## src/rtl/fpu_mul_core.sv

```systemverilog
// fpu_mul_core: sequential IEEE-754 binary32 multiplier, fixed 27-cycle latency.
// Flush-to-zero on exponent-0 inputs, round toward zero, single quiet NaN.
//   clk     in   rising-edge clock
//   rst     in   synchronous active-high reset
//   start   in   request, sampled only in idle
//   op_a    in   operand A (captured on accepted start)
//   op_b    in   operand B (captured on accepted start)
//   busy    out  operation in flight (unpack, multiply, normalise)
//   done    out  one-cycle pulse, result/flags valid from this cycle
//   result  out  binary32 product, held until overwritten
//   flags   out  {invalid, overflow, underflow, inexact}
module fpu_mul_core (
    input  logic        clk,
    input  logic        rst,
    input  logic        start,
    input  logic [31:0] op_a,
    input  logic [31:0] op_b,
    output logic        busy,
    output logic        done,
    output logic [31:0] result,
    output logic [3:0]  flags
);

    typedef enum logic [2:0] {StIdle, StUnpack, StMul, StNorm, StDone} state_e;

    localparam logic [31:0] QNan = 32'h7FC0_0000;

    state_e             state_q, state_d;
    logic [31:0]        a_q, a_d, b_q, b_d;
    logic               sign_q, sign_d;
    logic signed [9:0]  exp_q, exp_d;
    logic [47:0]        mcand_q, mcand_d;
    logic [23:0]        mplier_q, mplier_d;
    logic [47:0]        prod_q, prod_d;
    logic [4:0]         cnt_q, cnt_d;
    logic               spec_q, spec_d;
    logic [31:0]        spec_res_q, spec_res_d;
    logic [3:0]         spec_flags_q, spec_flags_d;
    logic [31:0]        result_q, result_d;
    logic [3:0]         flags_q, flags_d;
    logic               done_q, done_d;

    // Operand classification on the captured operands.
    logic [7:0]  ea, eb;
    logic [22:0] fa, fb;
    logic        nan_a, nan_b, inf_a, inf_b, zero_a, zero_b;

    assign ea     = a_q[30:23];
    assign eb     = b_q[30:23];
    assign fa     = a_q[22:0];
    assign fb     = b_q[22:0];
    assign nan_a  = (ea == 8'hFF) && (fa != 23'd0);
    assign nan_b  = (eb == 8'hFF) && (fb != 23'd0);
    assign inf_a  = (ea == 8'hFF) && (fa == 23'd0);
    assign inf_b  = (eb == 8'hFF) && (fb == 23'd0);
    assign zero_a = (ea == 8'h00); // denormals flushed
    assign zero_b = (eb == 8'h00);

    // Normalisation of the finished product.
    logic signed [9:0] norm_exp;
    logic [22:0]       norm_frac;
    logic              norm_lost;

    always_comb begin
        norm_exp  = exp_q;
        norm_frac = prod_q[45:23];
        norm_lost = |prod_q[22:0];
        if (prod_q[47]) begin
            norm_exp  = exp_q + 10'sd1;
            norm_frac = prod_q[46:24];
            norm_lost = |prod_q[23:0];
        end
    end

    always_comb begin
        state_d      = state_q;
        a_d          = a_q;
        b_d          = b_q;
        sign_d       = sign_q;
        exp_d        = exp_q;
        mcand_d      = mcand_q;
        mplier_d     = mplier_q;
        prod_d       = prod_q;
        cnt_d        = cnt_q;
        spec_d       = spec_q;
        spec_res_d   = spec_res_q;
        spec_flags_d = spec_flags_q;
        result_d     = result_q;
        flags_d      = flags_q;
        done_d       = (state_q == StDone);

        unique case (state_q)
            StIdle: begin
                if (start) begin
                    a_d     = op_a;
                    b_d     = op_b;
                    state_d = StUnpack;
                end
            end
            StUnpack: begin
                sign_d   = a_q[31] ^ b_q[31];
                exp_d    = signed'({2'b00, ea}) + signed'({2'b00, eb}) - 10'sd127;
                mcand_d  = {24'd0, 1'b1, fa};
                mplier_d = {1'b1, fb};
                prod_d   = 48'd0;
                cnt_d    = 5'd0;
                spec_d   = 1'b1;
                if (nan_a || nan_b) begin
                    spec_res_d   = QNan;
                    spec_flags_d = 4'b1000;
                end else if ((inf_a && zero_b) || (zero_a && inf_b)) begin
                    spec_res_d   = QNan;
                    spec_flags_d = 4'b1000;
                end else if (inf_a || inf_b) begin
                    spec_res_d   = {a_q[31] ^ b_q[31], 8'hFF, 23'd0};
                    spec_flags_d = 4'b0000;
                end else if (zero_a || zero_b) begin
                    spec_res_d   = {a_q[31] ^ b_q[31], 31'd0};
                    spec_flags_d = 4'b0000;
                end else begin
                    spec_d       = 1'b0;
                    spec_res_d   = 32'd0;
                    spec_flags_d = 4'b0000;
                end
                state_d = StMul;
            end
            StMul: begin
                // One multiplier bit per cycle, LSB first.
                if (mplier_q[0]) begin
                    prod_d = prod_q + mcand_q;
                end
                mcand_d  = mcand_q << 1;
                mplier_d = mplier_q >> 1;
                cnt_d    = cnt_q + 5'd1;
                if (cnt_q == 5'd23) begin
                    state_d = StNorm;
                end
            end
            StNorm: begin
                if (spec_q) begin
                    result_d = spec_res_q;
                    flags_d  = spec_flags_q;
                end else if (norm_exp >= 10'sd255) begin
                    result_d = {sign_q, 8'hFF, 23'd0};
                    flags_d  = 4'b0101;
                end else if (norm_exp <= 10'sd0) begin
                    result_d = {sign_q, 31'd0};
                    flags_d  = {3'b001, |prod_q};
                end else begin
                    result_d = {sign_q, norm_exp[7:0], norm_frac};
                    flags_d  = {3'b000, norm_lost};
                end
                state_d = StDone;
            end
            StDone: begin
                state_d = StIdle;
            end
            default: begin
                state_d = StIdle;
            end
        endcase
    end

    always_ff @(posedge clk) begin
        if (rst) begin
            state_q      <= StIdle;
            a_q          <= 32'd0;
            b_q          <= 32'd0;
            sign_q       <= 1'b0;
            exp_q        <= 10'sd0;
            mcand_q      <= 48'd0;
            mplier_q     <= 24'd0;
            prod_q       <= 48'd0;
            cnt_q        <= 5'd0;
            spec_q       <= 1'b0;
            spec_res_q   <= 32'd0;
            spec_flags_q <= 4'd0;
            result_q     <= 32'd0;
            flags_q      <= 4'd0;
            done_q       <= 1'b0;
        end else begin
            state_q      <= state_d;
            a_q          <= a_d;
            b_q          <= b_d;
            sign_q       <= sign_d;
            exp_q        <= exp_d;
            mcand_q      <= mcand_d;
            mplier_q     <= mplier_d;
            prod_q       <= prod_d;
            cnt_q        <= cnt_d;
            spec_q       <= spec_d;
            spec_res_q   <= spec_res_d;
            spec_flags_q <= spec_flags_d;
            result_q     <= result_d;
            flags_q      <= flags_d;
            done_q       <= done_d;
        end
    end

    // done is registered off the DONE state, so it lands in the idle cycle after it.
    assign busy   = (state_q == StUnpack) || (state_q == StMul) || (state_q == StNorm);
    assign done   = done_q;
    assign result = result_q;
    assign flags  = flags_q;

endmodule

```

## config.mk

```make
export PLATFORM = sky130hd
export DESIGN_NAME = fpu_mul_core
export DESIGN_NICKNAME = d
export VERILOG_FILES = /design/src/rtl/fpu_mul_core.sv
export SDC_FILE = /design/constraint.sdc
export NUM_CORES = 1
export LEC_CHECK = 0
export CORE_AREA = 2 2 233 212
export DETAILED_ROUTE_END_ITERATION = 16
export DIE_AREA = 0 0 235 214
export SYNTH_ARGS = -nofsm -noshare
export SYNTH_HDL_FRONTEND = slang
export SYNTH_SLANG_ARGS = --single-unit
export TNS_END_PERCENT = 100
```

## constraint.sdc

```tcl
create_clock -name clk -period 6.9 [get_ports clk]
set_input_delay 1.38 -clock clk [delete_from_list [all_inputs] [get_ports clk]]
set_output_delay 1.38 -clock clk [all_outputs]
set_load 0.1 [all_outputs]
```

Word level (Yosys, flattened, before mapping):

Index checks and enable logic that the tools add are counted.

* register bits: 277
* bits in latches: 0
* memory bits (writable): 0
* ROM bits: 0
* bits of input ports: 67
* output and inout port bits: 38
* word-level logic and storage cells: 86
* memories kept: 0

* add/subtract/negate cells: 5
* multiply operators: 0
* div/mod/pow operators: 0
* $lt $le $gt $ge: 2
* equality and inequality tests: 10
* shift-type cells: 0
* mux-type cells: 27
* bitwise logic cells: 1
* reductions and logical operators: 26

Operators with widths (count)
* $pmux 48 s2: 2
* $mux 32: 5
* $mux 31: 2
* $add 48x48->48: 1
* $mux 48: 1
* $pmux 24 s2: 1
* $reduce_or 48->1: 1
* $logic_not 23->1: 2
* $reduce_bool 23->1: 2
* $reduce_or 24->1: 1
* $mux 23: 1
* $reduce_or 23->1: 1
* $eq 8x8->1 const B: 2
* $logic_not 8->1: 2
* $mux 4: 3
* $pmux 3 s4: 1
* $add 10x2->10 const B: 1
* $ge 10x9->1 const B: 1
* $le 10x1->1 const B: 1
* $mux 10: 1
* $pmux 5 s2: 1
* $sub 9x7->10 const B: 1
* $add 8x8->9: 1
* $mux 3: 3
* 14 further kinds: 33

Logic depth before layout (Yosys ltp):

Gate-level depths: netlist of the first run.

* depth after elaboration: 6
* depth in mapped cells: 13
* depth with buffers taken out: 13

Worst setup path before layout of the first run:

Ideal clock, no wire load.

* path type: reg-to-output
* start point: register state_q[1]
* end point: output busy
* data arrival time: 1.909 ns
* path slack: 3.611 ns
* stages on the path, launching flop included: 4
* path through: dfxtp_1 -> clkbuf_1 -> nor2_1 -> nor2_1

* cells in the longest elaborated chain, start to end: 3
* elaborated cells on any way between the ends: 5

RTL lines
* start, declared: line 28 `state_e state_q, state_d;`
* start signal, assigned: line 166 `state_q <= StIdle;`
* start signal, assigned: line 182 `state_q <= state_d;`
* $eq 3x1->1 or $eq 3x2->1 (tied branches): line 201 `assign busy = (state_q == StUnpack) || (state_q == StMul) || (state_q == StNorm);`
* $logic_or 1x1->1: line 201
* $logic_or 1x1->1 (*): line 201
* end, declared: line 18 `output logic busy,`

Every way passes the cells marked *; elsewhere a longest branch is shown, timed or not.

Final worst setup path of the first run:

Ends and elaborated chain as after synthesis.

==> run metrics, run 1 <==
cts hold-fix bufs 0; sequential share of the synthesized area 0.397; peak supply drop 0.000166 V; simple-gate share of the synthesized area 0.196; GRT Total Usage 0.128; total power approximately 3.4 mW; Synthesized Nets 1661; area taken by multi-input logic gates 6980 um2; Area Growth Syn to Fin 20.3%; Worst setup SP type flop; worst-case clock skew 0.0206 ns; global route overflow 0; most common cell after layout, fill and taps aside nand2_1; Tightest Pin Transition between 1 and 1.5 ns; area fraction in compound gates after synthesis 0.233; CP max-delay cell clkdlybuf4s50_1; FF+latch count, synth 244; Post-synth top flop dfxtp_1; setup violators final 0; Clock transition at path regs 0.06 ns; crit path DAT 2.55 ns; delay-heaviest family, CP buffers and inverters; clock sink total 244; commonest cells after routing, fill and taps aside 294 x nand2_1, 244 x dfxtp_1, 207 x a21oi_1, 110 x nor2_1, 103 x clkdlybuf4s50_1; buffers added on ports 104; pin count of the biggest net entering global routing 89; fmax 0.254 GHz; largest family of logic cells by synthesized area compound AO/OA/AOI/OAI gates; non-filler cells, final 2215; FF/Latch Area 4880 um2; initial antenna violation count 0; max incr delay on CP 1.17 ns; crit path max fanout 13; TritonCTS clock tree yes; Critical Path Sink Type output pin; routability cong. 0.877; maximum clock path buffer count 3; worst path cell trace nor2_1 > nor2_1 > clkdlybuf4s50_1; first-pass GRT wire length between 50 and 60 mm; row count 76; leakage 5.39 nW; Fin. Hold Viols 0; status finished, final reports clean; Worst Hold Class flop to flop; post-synthesis async set-or-reset flop share 0; crit path kind flop to output pin; crit share post-route 0.570; cell count after synthesis ~1500; ANT cells 0; final WL 33.1 mm; layout cell share with drive strength beyond 1 0.0673; Skew-Pair Late Insertion Delay between 0.5 and 0.6 ns; Die W 235 um; mux cell area share after synthesis 0.0244; EDFF count, synth 0; Iter 0 DRT Violations roughly 740; Avg Inst Size Synth 8.06 um2; Synth Area in Adders 0.0683; Fillers approximately 5000; Die Span Y 214 um; maxcap violations 0; Yosys cell types 69; xor/xnor share of the synthesized area 0.0427; total negative slack 0 ns; WHS 0.453 ns; vias 11200; WP buf/inv 1; die area 50300 um2; WP data required 5.52 ns; detailed placement HPWL around 23 mm; PD cells 229 nW/um2; vias in the first global route 10700; Root Buffer clkbuf_16; Final Max Tran Viols 0; DR DRC count 0; initial core utilization 0.258; post-layout util 0.311; area of the core about 48000 um2; Synthesis Warnings 0; wire per inst 14.9 um; Resized cells post-CTS 0; most used cell, CP nor2_1; Cell Area, Synth 12300 um2; final net count 1704; DR vias/cell 5.04; RSZ-0062 raised after global routing no; H-tree levels 1; post-CTS setup buffers 0; cts bufs inserted 28; DR pass1 iterations 5; placed cells 2165; total I/O pin count 105; Antenna Violating Nets Remaining 0; Final min period 3.93 ns; Rel. slew slack 0.210
==> synth_stat cells (4+ instances only) <==
| master | n | area [um2] |
|---|---|---|
| a22oi_1 | 96 | 721 |
| a31oi_1 | 15 | 93.8 |
| nor3_1 | 19 | 95.1 |
| o21bai_1 | 8 | 60.1 |
| nor2b_1 | 5 | 31.3 |
| dfxtp_1 | 244 | 4880 |
| mux2_2 | 24 | 270 |
| inv_1 | 19 | 71.3 |
| clkbuf_1 | 88 | 330 |
| o21a_1 | 4 | 30.0 |
| nor4_1 | 25 | 156 |
| xor2_1 | 22 | 193 |
| nand2_1 | 294 | 1100 |
| a21o_1 | 20 | 150 |
| nor3b_1 | 4 | 30.0 |
| o21ai_0 | 48 | 240 |
| nor2_1 | 111 | 417 |
| o211ai_1 | 8 | 60.1 |
| buf_1 | 5 | 18.8 |
| nand4_1 | 21 | 131 |
| a21oi_1 | 207 | 1040 |
| xnor2_1 | 38 | 333 |
| nand3_1 | 43 | 215 |
| or4_1 | 5 | 37.5 |
| a211oi_1 | 15 | 113 |
| ha_1 | 64 | 801 |
==> per-stage QoR <==
step / worst slack (ns) / instance area, um2
5_1_grt: 2.78 / 14800
3_5_place_dp: 3.45 / 13800
2_1_floorplan: 3.61 / 12300
4_1_cts: 2.94 / 14800
6_report: 2.97 / 14800
3_3_place_gp: 3.51 / 13800
==> worst register-to-register path, stage by stage, from the launching register on <==
cell,delay (ns)
dfxtp_1,0.34
ha_1,0.36
a2111oi_0,0.41
o21ai_1,0.19
a2111oi_0,0.53
a21oi_2,0.17
a31oi_2,0.39
o41ai_2,0.19
a21oi_1,0.18
xor2_1,0.17
o21ai_0,0.08
==> kinds of logic (layout without fill, tap and decap cells) <==
family | Yosys count | count (layout)
buf+inv | 119 | 182
compound gates | 459 | 459
flops | 244 | 244
xor+xnor | 60 | 60
mux | 27 | 27
simple gates | 553 | 553
fa+ha+maj | 66 | 66
==> cell type report <==
| type | count | area share |
|---|---|---|
| clock buffer | 34 | 0.0509 |
| timing repair buffer | 113 | 0.0749 |
| sequential | 244 | 0.330 |
| tap | 624 | 0.0527 |
| multi-input combinational | 1165 | 0.472 |
| clock inverter | 16 | 0.0152 |
| inverter | 19 | 0.00482 |
==> path summary, 6_finish.rpt <==
check             slack, ns                 endpoint  cells after the start                    start
setup / recovery       2.97                     busy                      3  state_q[1]$_SDFFE_PP0P_
hold / removal         0.45    flags[1]$_SDFFE_PP0P_                      2    flags[1]$_SDFFE_PP0P_
setup reg to reg       3.73  prod_q[41]$_SDFFE_PP0P_                     10  mcand_q[6]$_SDFFE_PP0P_
hold reg to reg        0.45    flags[1]$_SDFFE_PP0P_                      2    flags[1]$_SDFFE_PP0P_
==> metal layers <==
metal	wire length, um	GRT usage	up-vias
li1	-	-	5561
met1	15900	0.176	5310
met2	14800	0.205	239
met3	1630	0.0244	51
met4	752	0.0329	0
met5	0	0	-
==> flip-flops by register name (all words and copies together), names as in the netlist <==
signal / cells
mcand_q: 48
prod_q: 48
a_q: 32
b_q: 32
result: 32
mplier_q: 24
exp_q: 10
cnt_q: 5
flags: 4
spec_res_q: 3
state_q: 3
done: 1
sign_q: 1
spec_q: 1
==> power by group <==
part | total [mW] | leakage (nW) | switching [mW] | internal [mW]
clock network | 1.55 | 0.457 | 0.621 | 0.932
registers | 1.50 | 1.98 | 0.0490 | 1.46
logic | 0.331 | 2.95 | 0.216 | 0.115
total | 3.39 | 5.39 | 0.886 | 2.50
(Power assumes the default switching activity.)
==> run 2: changes to the inputs <==
==> constraint.sdc (replaced) <==
create_clock -name clk -period 4.1 [get_ports clk]
set_input_delay 0.82 -clock clk [delete_from_list [all_inputs] [get_ports clk]]
set_output_delay 0.82 -clock clk [all_outputs]
set_load 0.1 [all_outputs]
==> run metrics, run 2 (synthesis results as in run 1) <==
status finished, final reports clean; commonest cells after routing, fill and taps aside 294 x nand2_1, 244 x dfxtp_1, 207 x a21oi_1, 110 x nor2_1, 103 x clkdlybuf4s50_1; clock sink total 244; routability cong. 0.891; maximum clock path buffer count 3; Die Span Y 214 um; Area Growth Syn to Fin 20.3%; vias in the first global route 10700; final WL 33.9 mm; initial core utilization 0.258; Internal 4.18 mW; Final min period 3.41 ns; die area 50300 um2; layout cell share with drive strength beyond 1 0.0678; Clk network pwr share 0.451; crit path kind flop to output pin; DR DRC count 0; fmax 0.293 GHz; Final Max Tran Viols 0; crit path DAT 2.59 ns; total I/O pin count 105; Fin. Hold Viols 0; RSZ-0062 raised after global routing no; Worst Reg-to-Reg Cells 10; Area after DPL 13900 um2; post-CTS setup buffers 0; vias 11100; Critical Path Sink Type output pin; GRT Total Usage 0.131; Rel. slew slack 0.189; TritonCTS clock tree yes; first-pass GRT wire length 55.9 mm; global route overflow 0; buffers added on ports 104; cts bufs inserted 28; final net count 1707; logic gate share of total power 0.100; Iter 0 DRT Violations around 860; peak supply drop 0.000250 V; crit path max fanout 13; Clock transition at path regs 0.06 ns; detailed placement HPWL between 20 and 25 mm; FF/Latch Area 4880 um2; pin count of the biggest net entering global routing approximately 160; Resized cells post-CTS 0; DR vias/cell 5.01; Antenna Violating Nets Remaining 0; hold path depth 2; most common cell after layout, fill and taps aside nand2_1; setup violators final 0; maxcap violations 0; cts hold-fix bufs 0; PD cells ~380 nW/um2; total negative slack 0 ns; crit share post-route 0.832; worst-case clock skew 0.0173 ns; Root Buffer clkbuf_16; switching part of the total 0.259; WP data required 3.28 ns; switching power 1.46 mW; Die W 235 um; part of the power in registers 0.449; area taken by multi-input logic gates 6980 um2; largest registers mcand_q (48), prod_q (48); Worst setup SP type flop; row count between 70 and 80; area of the core 47600 um2; DR pass1 iterations 5; leakage 5.41 nW; H-tree levels 1; Skew-Pair Late Insertion Delay 0.56 ns; Tightest Pin Transition between 1 and 1.5 ns; initial antenna violation count 0; post-layout util 0.311; final non-filler cell area 14800 um2; ANT cells 0; wire per inst 15.3 um; Worst Hold Class flop to flop; Fillers just under 5000
==> run 2: power groups by stage <==
stage          logic (mW)  registers (mW)  clock network (mW)
6_report            0.565            2.53                2.54
5_1_grt             0.630            2.54                2.70
4_1_cts             0.572            2.53                2.61
3_5_place_dp        0.570            2.58                   0
3_3_place_gp        0.562            2.58                   0
2_1_floorplan       0.371            2.57                   0
==> run 2: through the flow <==
stage / power, mW / cells / hold WS, ns / setup slack [ns]
2_1_floorplan: 2.94 / 1528 / 0.432 / 1.37
3_3_place_gp: 3.14 / 2168 / 0.440 / 1.09
3_5_place_dp: 3.15 / 2168 / 0.446 / 1.01
4_1_cts: 5.71 / 2216 / 0.454 / 0.666
5_1_grt: 5.87 / 2216 / 0.477 / 0.607
6_report: 5.64 / 2216 / 0.452 / 0.689
==> run 2: routing by layer <==
layer | part of all wire | global-route usage | routed length (um) | vias up
met4 | 0.017 | 0.0293 | 584 | 0
met2 | 0.45 | 0.209 | 15100 | 244
met1 | 0.48 | 0.182 | 16300 | 5243
met5 | 0 | 0 | 0 | -
li1 | - | - | - | 5561
met3 | 0.056 | 0.0263 | 1890 | 48
==> run 2: final timing paths <==
kind / startpoint / end / slack, ns
setup / recovery: state_q[1]$_SDFFE_PP0P_ / busy / 0.69
hold / removal: flags[1]$_SDFFE_PP0P_ / flags[1]$_SDFFE_PP0P_ / 0.45
setup reg to reg: mcand_q[6]$_SDFFE_PP0P_ / prod_q[47]$_SDFFE_PP0P_ / 0.93
hold reg to reg: flags[1]$_SDFFE_PP0P_ / flags[1]$_SDFFE_PP0P_ / 0.45
==> run 2: critical path, stage by stage (launching register included) <==
cell and delay (ns):
dfxtp_1 0.63, nor2_1 0.07, nor2_1 0.17, clkdlybuf4s50_1 1.16
==> run 2: area by class of cell <==
cell class | instances | share of cell area
multi-input cells | 1165 | 0.471
flip-flops and latches | 244 | 0.330
inverters | 19 | 0.00482
well taps | 624 | 0.0527
clock inverters | 12 | 0.0105
clock buffers | 36 | 0.0527
repair buffers | 116 | 0.0782
==> run 3: changes to the inputs <==
==> constraint.sdc (replaced) <==
create_clock -name clk -period 2.75 [get_ports clk]
set_input_delay 0.55 -clock clk [delete_from_list [all_inputs] [get_ports clk]]
set_output_delay 0.55 -clock clk [all_outputs]
set_load 0.1 [all_outputs]
==> run metrics, run 3 (synthesis results as in run 1) <==
vias 11500; buffers added on ports 104; pin count of the biggest net entering global routing 158; Die W between 200 and 250 um; row count 76; Final Max Tran Viols 0; TritonCTS clock tree yes; final net count 1819; largest registers mcand_q (48), prod_q (48); final WL between 30 and 40 mm; initial antenna violation count 0; DR DRC count 0; RSZ-0062 raised after global routing yes; crit path kind flop to flop; global route overflow 0; cts bufs inserted 28; clock sink total 244; Skew-Pair Late Insertion Delay 0.56 ns; WP data required 3.18 ns; CP max-delay cell a2111oi_4; DR vias/cell 4.93; Tightest Pin Transition 0.865 ns; Antenna Violating Nets Remaining 0; Rel. slew slack 0.423; total negative slack 0 ns; Area Growth Syn to Fin 29.3%; layout cell share with drive strength beyond 1 0.181; ANT cells 0; worst path cell trace ha_4 > a2111oi_4 > o21ai_4 > a2111oi_4 > buf_4 > a21oi_4 > a31oi_4 > o41ai_4 > a31oi_1 > xor2_1 > o21ai_1; crit path max fanout 3; H-tree levels 1; Critical Path Sink Type flop; WHS 0.400 ns; vias in the first global route 11000; detailed placement HPWL 24.7 mm; wire per inst 15.0 um; Fin. Hold Viols 0; maxcap violations 0; fmax around 0.38 GHz; status finished, final reports clean; Worst setup SP type flop; commonest cells after routing, fill and taps aside 294 x nand2_1, 234 x dfxtp_1, 195 x a21oi_1, 158 x buf_4, 110 x nor2_1; setup violators final 0; max incr delay on CP 0.38 ns; maximum clock path buffer count 3; Iter 0 DRT Violations 792; worst-case clock skew approximately 0.015 ns; crit path DAT 3.09 ns; DR pass1 iterations 5; WP buf/inv 1; total I/O pin count 105; crit share post-route 0.965; initial core utilization 0.258; Worst Hold Class input port to flop; GRT Total Usage 0.132; area of the core 47600 um2; Die Span Y 214 um; most common cell after layout, fill and taps aside nand2_1; delay-heaviest family, CP compound AO/OA/AOI/OAI gates; PD cells 533 nW/um2; Final min period 2.65 ns; peak supply drop 0.000573 V; leakage 6.16 nW; Root Buffer clkbuf_16; routability cong. 0.865; first-pass GRT wire length 56.4 mm; die area 50300 um2; most used cell, CP a2111oi_4; Clock transition at path regs 0.07 ns
==> run 3: cell types whose count changed in the layout (fill, tap and decap cells not counted), moves of 6 or more <==
cell / before / now
a21oi_1: 207 / 195
a21oi_2: 2 / 10
o21ai_0: 48 / 40
ha_1: 64 / 53
dfxtp_1: 244 / 234
clkdlybuf4s50_1: 103 / 65
dfxtp_2: 0 / 10
ha_4: 0 / 7
buf_4: 10 / 158
o21ai_1: 3 / 9
==> run 3: metrics by stage <==
stage / power [mW] / instances / util / cell area, um2 / setup slack (ns)
final: 8.49 / 2331 / 0.334 / 15900 / 0.0953
after global routing: 8.82 / 2331 / 0.334 / 15900 / -0.0927
after CTS: 8.56 / 2321 / 0.327 / 15600 / -0.0369
after detailed placement: 4.74 / 2269 / 0.305 / 14500 / -0.189
after global placement: 4.72 / 2269 / 0.305 / 14500 / -0.140
after floorplan: 4.38 / 1528 / - / 12300 / 0.145
==> run 3: cell type report <==
cell class | instances | area, um2
Clock buffer | 38 | 810
Clock inverter | 13 | 130
Fill cell | 4930 | 31700
Inverter | 19 | 71.3
Multi-Input combinational cell | 1165 | 7300
Sequential cell | 244 | 4900
Tap cell | 624 | 781
Timing Repair Buffer | 228 | 1920
==> run 3: path summary, 6_finish.rpt <==
check | start | to | slack (ns) | depth (start not counted)
max reg2reg | prod_q[6]$_SDFFE_PP0P_ | prod_q[45]$_SDFFE_PP0P_ | 0.1 | 11
max | prod_q[6]$_SDFFE_PP0P_ | prod_q[45]$_SDFFE_PP0P_ | 0.1 | 11
min | rst | prod_q[25]$_SDFFE_PP0P_ | 0.40 | 4
min reg2reg | mplier_q[1]$_SDFFE_PP0P_ | mplier_q[1]$_SDFFE_PP0P_ | 0.45 | 2
==> run 3: power breakdown <==
part           internal, mW  switching [mW]  leakage (nW)
clock network          2.25            1.57         0.464
logic                 0.333           0.566          3.71
registers              3.65           0.121          1.98
total                  6.23            2.25          6.16
==> run 3: tightest hold or removal path: stages <==
cell and delay (ns):
buf_6 0.11, nor3_2 0.11, nand2_1 0.08, o21ai_0 0.06
==> run 3: layer usage <==
layer	wire length, um	up-vias	track usage
met3	1750	41	0.0253
met4	651	0	0.0297
met1	17000	5433	0.185
met5	0	-	0
li1	-	5777	-
met2	15600	244	0.210
==> run 3: repair_timing <==
item / 4_1_cts / 5_1_grt
hold buffers: 0 / 0
setup endpoints to repair: 12 / 47
pin swaps: 1 / 29
cloned: 0 / 0
resized for setup: 13 / 61
buffers inserted: 1 / 10
